<file path="config.mk">
export PLATFORM = sky130hd
export DESIGN_NAME = mem_wb_stage
export DESIGN_NICKNAME = d
export VERILOG_FILES = /design/src/rtl/core_pkg.sv /design/src/rtl/load_align.sv /design/src/rtl/mem_wb_stage.sv
export SDC_FILE = /design/constraint.sdc
export NUM_CORES = 1
export LEC_CHECK = 0
export BUFFER_PORTS_ARGS = -buffer_cell sky130_fd_sc_hd__buf_2
export CORE_MARGIN = 2
export CORE_UTILIZATION = 30
export CTS_BUF_LIST = sky130_fd_sc_hd__clkbuf_8
export DETAILED_ROUTE_END_ITERATION = 6
export PLACE_DENSITY = 0.56
export SLEW_MARGIN = 40
export SYNTH_ARGS = -nofsm -noshare
export SYNTH_HDL_FRONTEND = slang
export SYNTH_SLANG_ARGS = --single-unit
</file>
<file path="constraint.sdc">
create_clock -name clk -period 3.7 [get_ports clk]
set_input_delay 0.555 -clock clk [delete_from_list [all_inputs] [get_ports clk]]
set_output_delay 0.555 -clock clk [all_outputs]
set_load 0.01 [all_outputs]
</file>
<file path="src/rtl/core_pkg.sv">
// Shared core definitions: writeback source select, load funct3 codes, datapath width.
package core_pkg;

    localparam int XLEN_DEF = 32;

    typedef enum logic [1:0] {
        WB_ALU = 2'b00,
        WB_MEM = 2'b01,
        WB_PC4 = 2'b10
    } wb_sel_e;

    localparam logic [2:0] F3_LB  = 3'b000;
    localparam logic [2:0] F3_LH  = 3'b001;
    localparam logic [2:0] F3_LW  = 3'b010;
    localparam logic [2:0] F3_LBU = 3'b100;
    localparam logic [2:0] F3_LHU = 3'b101;

endpackage

</file>
<file path="src/rtl/load_align.sv">
// Little-endian sub-word load extraction and alignment check.
// Shared with the store side, so it knows nothing about pipeline state.
module load_align
    import core_pkg::*;
#(
    parameter int XLEN = XLEN_DEF
) (
    input  logic [XLEN-1:0] word,
    input  logic [1:0]      offset,
    input  logic [2:0]      funct3,
    output logic [XLEN-1:0] data,
    output logic            misaligned
);

    logic [XLEN-1:0] shifted;
    logic [7:0]      byte_v;
    logic [15:0]     half_v;

    assign shifted = word >> {offset, 3'b000};
    assign byte_v  = shifted[7:0];
    assign half_v  = offset[1] ? word[31:16] : word[15:0];

    always_comb begin
        data       = word;
        misaligned = 1'b0;
        case (funct3)
            F3_LB:  data = {{(XLEN-8){byte_v[7]}}, byte_v};
            F3_LBU: data = {{(XLEN-8){1'b0}}, byte_v};
            F3_LH: begin
                data       = {{(XLEN-16){half_v[15]}}, half_v};
                misaligned = offset[0];
            end
            F3_LHU: begin
                data       = {{(XLEN-16){1'b0}}, half_v};
                misaligned = offset[0];
            end
            F3_LW:   misaligned = (offset != 2'b00);
            default: data = word;
        endcase
    end

endmodule

</file>
<file path="src/rtl/mem_wb_stage.sv">
// MEM/WB holding register and writeback select. One entry, valid/ready toward
// the memory stage, register-file write plus a forwarding tap that ignores stalls.
module mem_wb_stage
    import core_pkg::*;
#(
    parameter int XLEN  = XLEN_DEF,
    parameter int RET_W = 32
) (
    input  logic             clk,
    input  logic             rst_n,
    input  logic             in_valid,
    output logic             in_ready,
    input  logic             flush,
    input  logic [XLEN-1:0]  aluout,
    input  logic [XLEN-1:0]  read_data,
    input  logic [XLEN-1:0]  pc_plus4,
    input  logic [4:0]       rd,
    input  logic             reg_write,
    input  logic [1:0]       wb_sel,
    input  logic [2:0]       load_f3,
    input  logic             rf_ready,
    output logic             rf_we,
    output logic [4:0]       rf_waddr,
    output logic [XLEN-1:0]  rf_wdata,
    output logic             fwd_valid,
    output logic [4:0]       fwd_rd,
    output logic [XLEN-1:0]  fwd_data,
    output logic             load_misaligned,
    output logic [RET_W-1:0] retire_count
);

    logic             valid_q;
    logic [XLEN-1:0]  aluout_q;
    logic [XLEN-1:0]  read_data_q;
    logic [XLEN-1:0]  pc_plus4_q;
    logic [4:0]       rd_q;
    logic             reg_write_q;
    logic [1:0]       wb_sel_q;
    logic [2:0]       load_f3_q;
    logic             mis_pulse_q;
    logic [RET_W-1:0] retire_q;

    logic             capture;
    logic             retire;
    logic [XLEN-1:0]  load_data;
    logic             align_mis;
    logic             misaligned;
    logic             writes_rd;
    logic [XLEN-1:0]  wb_data;

    // Flush outranks both: a held entry seeing flush neither writes nor counts.
    assign in_ready = !valid_q || rf_ready;
    assign capture  = in_valid && in_ready && !flush;
    assign retire   = valid_q && rf_ready && !flush;

    load_align #(.XLEN(XLEN)) u_align (
        .word       (read_data_q),
        .offset     (aluout_q[1:0]),
        .funct3     (load_f3_q),
        .data       (load_data),
        .misaligned (align_mis)
    );

    // Only a real load can be misaligned; aluout is arbitrary for ALU ops.
    assign misaligned = (wb_sel_q == WB_MEM) && align_mis;

    always_comb begin
        wb_data = aluout_q;
        case (wb_sel_q)
            WB_MEM:  wb_data = load_data;
            WB_PC4:  wb_data = pc_plus4_q;
            default: wb_data = aluout_q;
        endcase
    end

    assign writes_rd = valid_q && reg_write_q && (rd_q != 5'd0) && !misaligned;

    assign rf_we           = writes_rd && rf_ready && !flush;
    assign rf_waddr        = rd_q;
    assign rf_wdata        = wb_data;
    assign fwd_valid       = writes_rd;
    assign fwd_rd          = rd_q;
    assign fwd_data        = wb_data;
    assign load_misaligned = mis_pulse_q;
    assign retire_count    = retire_q;

    always_ff @(posedge clk or negedge rst_n) begin
        if (!rst_n) begin
            valid_q <= 1'b0;
        end else if (flush) begin
            valid_q <= 1'b0;
        end else if (capture) begin
            valid_q <= 1'b1;
        end else if (retire) begin
            valid_q <= 1'b0;
        end
    end

    // Fields only move on capture, so a stalled entry stays put.
    always_ff @(posedge clk or negedge rst_n) begin
        if (!rst_n) begin
            aluout_q    <= '0;
            read_data_q <= '0;
            pc_plus4_q  <= '0;
            rd_q        <= '0;
            reg_write_q <= 1'b0;
            wb_sel_q    <= '0;
            load_f3_q   <= '0;
        end else if (capture) begin
            aluout_q    <= aluout;
            read_data_q <= read_data;
            pc_plus4_q  <= pc_plus4;
            rd_q        <= rd;
            reg_write_q <= reg_write;
            wb_sel_q    <= wb_sel;
            load_f3_q   <= load_f3;
        end
    end

    always_ff @(posedge clk or negedge rst_n) begin
        if (!rst_n) begin
            mis_pulse_q <= 1'b0;
            retire_q    <= '0;
        end else begin
            mis_pulse_q <= retire && misaligned;
            if (retire) begin
                retire_q <= retire_q + RET_W'(1);
            end
        end
    end

endmodule
</file>
==> flow_summary.ini <==
[run_status]
status = completed

[synth]
ys_ff_latch = 141
ys_seq_area_frac = 0.4924
synth-edff-count = 0
synth.avg_cell_area_um2 = 11.30
syn-instance-count = 634
ys_warn_count = 0
synth_top_area_share = 0.4924
async_reset_ff_frac = 1.000
synth.largest_area_cell = dfrtp_1
synthTopCellsByCount = dfrtp_1, mux2_2, nand2_1
synth.distinct_cells = 47
netlist_area_um2 = 7166
synthTopCellsByArea = dfrtp_1, mux2_2, buf_4
synth_ff_type = dfrtp_1
synth_nets = 749
yosysMostFrequentCell = dfrtp_1

[layout]
fin_nets = 923
area_delta_synth_final_pct = 21.70
utilization = 0.3715
n_fill_cell = 2399
final_cell_area_um2 = 8721
drive_above_1_share = 0.4689

[worst_setup_path]
path_cells = inv_1, ha_2, and2b_1, buf_4, and2_1, a221oi_1, nand2_1, buf_2
cp_max_fo = 16
slowest_delay_ns = 0.61
endpoint_kind = output pin
worstRegToRegCells = 4
cp_slowest_cell = and2_1
cp.arrival_ns = 2.60
critPathKind = reg2out
timing.reg2reg.setup_slack_ns = 1.84
reg2reg_from = valid_q
startpoint_type = register
critPathRequiredTime_ns = 3.14
r2r_end = read_data_q[24]

[detailed_routing]
firstDrtPassIters = 4
vias = 5361
antenna_left = 0
routed_via_density = 4.694
wire_per_inst_um = 17.44
drt_iter0_drc = 274
drt_wl_total_mm = 19.91
drc = 0

[clock_network]
cts_resized = 0
cts_made_buffers = 17
clkLatencyLatePin_ns = 0.45
htree_levels = 4
holdBufCountCts = 0
postCtsSetupRepairBufs = 0
clockRootBuffer = clkbuf_8
cts_sinks = 141
cts_buffer_depth = 2
path_clk_slew_ns = 0.10
cts_tree = yes

[global_route]
grt_pass1_vias = 5360
grt_pass1_wl_mm = 30.68
overflow = 0
grt_use_total = 0.1632
grt_max_degree = 82
antenna_found_initial = 4

[timing]
hold_violations = 0
fin_ws_ns = 0.5468
fin_crit_ns = 3.153
max_freq_ghz = 0.3171
worst_slew_pin_slew_ns = 0.7453
period_share = 0.8522
skew_ns = 0.01828
fin_setup_tns_ns = 0
relSlewSlack = 0.5031
setup_viol_count_final = 0
rsz0062_at_grt = false
maxSlewViolCount = 0

[floorplanning]
die_y_um = 158.6
io_pins = 222
die_w_um = 158.6
start_util = 0.3053
die_area_um2 = 25140
placementRows = 56
core-area_um2 = 23470

[power_and_ir_drop]
vdd_ir_drop_max_mv = 0.2151
power_density_nw_per_um2 = 523.6
p_leak_nw = 4.038

[hold_path]
worstHoldPathType = in2async

[placed_design]
routabilityCongestion = 0.7979
placed_area_um2 = 8297
numPortBuffers = 221
place_ws_ns = 0.9627
hpwl_mm = 14.47

[flow_run]
drv_cap = 0
==> metrics by stage <==
step | std cells | power (W) | hold WS [ns]
6_report | 1142 | 0.004567 | 0.1455
2_1_floorplan | 634 | 0.002920 | 0.2594
4_1_cts | 1140 | 0.004654 | 0.1417
5_1_grt | 1140 | 0.004881 | 0.1539
3_5_place_dp | 1108 | 0.003318 | 0.4811
3_3_place_gp | 1108 | 0.003304 | 0.4576
==> cells in the final DEF (no fill, tap or decap), types with 11 or more instances in the layout <==
| cell type | n |
|---|---|
| buf_2 | 220 |
| mux2_2 | 107 |
| buf_4 | 11 |
| dfrtp_1 | 141 |
| a221oi_1 | 16 |
| nand3_1 | 14 |
| clkbuf_8 | 19 |
| nor2_1 | 29 |
| nand4_1 | 12 |
| o21ai_0 | 14 |
| xnor2_1 | 25 |
| a21oi_1 | 19 |
| nor2b_1 | 14 |
| nand2_1 | 69 |
==> area by class of cell <==
class / instances / area, µm² / area share
diodes: 2 / 5.005 / 0.0005739
inverters: 5 / 18.77 / 0.002152
clock inverters: 13 / 150.1 / 0.01722
clock buffers: 19 / 261.5 / 0.02999
flip-flops and latches: 141 / 3528 / 0.4046
well taps: 319 / 399.1 / 0.04577
multi-input cells: 410 / 3143 / 0.3604
repair buffers: 233 / 1215 / 0.1393
==> per-layer routing <==
| layer | GRT usage | vias to the layer above | part of all wire |
|---|---|---|---|
| met4 | 0.03861 | 0 | 0.0084 |
| met3 | 0.03892 | 14 | 0.051 |
| met5 | 0 | - | 0 |
| met2 | 0.2657 | 138 | 0.48 |
| li1 | - | 2574 | - |
| met1 | 0.2198 | 2635 | 0.46 |
==> flip-flops by register name, indices dropped and copies added (netlist names) <==
| name | cells |
|---|---|
| valid_q | 1 |
| pc_plus4_q | 32 |
| reg_write_q | 1 |
| load_f3_q | 3 |
| aluout_q | 32 |
| fwd_rd | 5 |
| read_data_q | 32 |
| load_misaligned | 1 |
| wb_sel_q | 2 |
| retire_count | 32 |
==> critical path, delay by kind of cell, from the launching register on <==
family | cells | cell delay (ns)
and+or+nand+nor | 3 | 0.93
AOI/OAI and AO/OA | 1 | 0.17
adders and majority gates | 1 | 0.27
buffers and inverters | 3 | 0.40
DFF | 1 | 0.39
==> cells by family after synthesis <==
kind of cell | share of synthesized area
AOI/OAI and AO/OA | 0.07997
xor gates and xnor gates | 0.03789
adders and majority gates | 0.005239
buffers and inverters | 0.07159
DFF | 0.4924
muxes | 0.1797
and+or+nand+nor | 0.1332
==> how the worst max path moves through the flow <==
stage | from | end | slack (ns) | cells past startpoint
finish | wb_sel_q[0] | rf_wdata[20] | 0.55 | 8
global route | wb_sel_q[0] | fwd_data[22] | 0.30 | 8
CTS | wb_sel_q[0] | rf_wdata[20] | 0.47 | 8
detailed placement | wb_sel_q[0] | rf_wdata[20] | 0.96 | 8
global placement | aluout_q[1] | rf_we | 1.02 | 6
floorplan | wb_sel_q[0] | rf_wdata[18] | 1.30 | 9
==> report_power, final <==
group	switching (W)	leakage, nW	internal (W)
Combinational	0.000685	2.11	0.000606
Clock	0.000654	0.198	0.000648
Sequential	0.000215	1.73	0.00176
Total	0.00155	4.04	0.00301
Power figures use the tool's default switching activity.
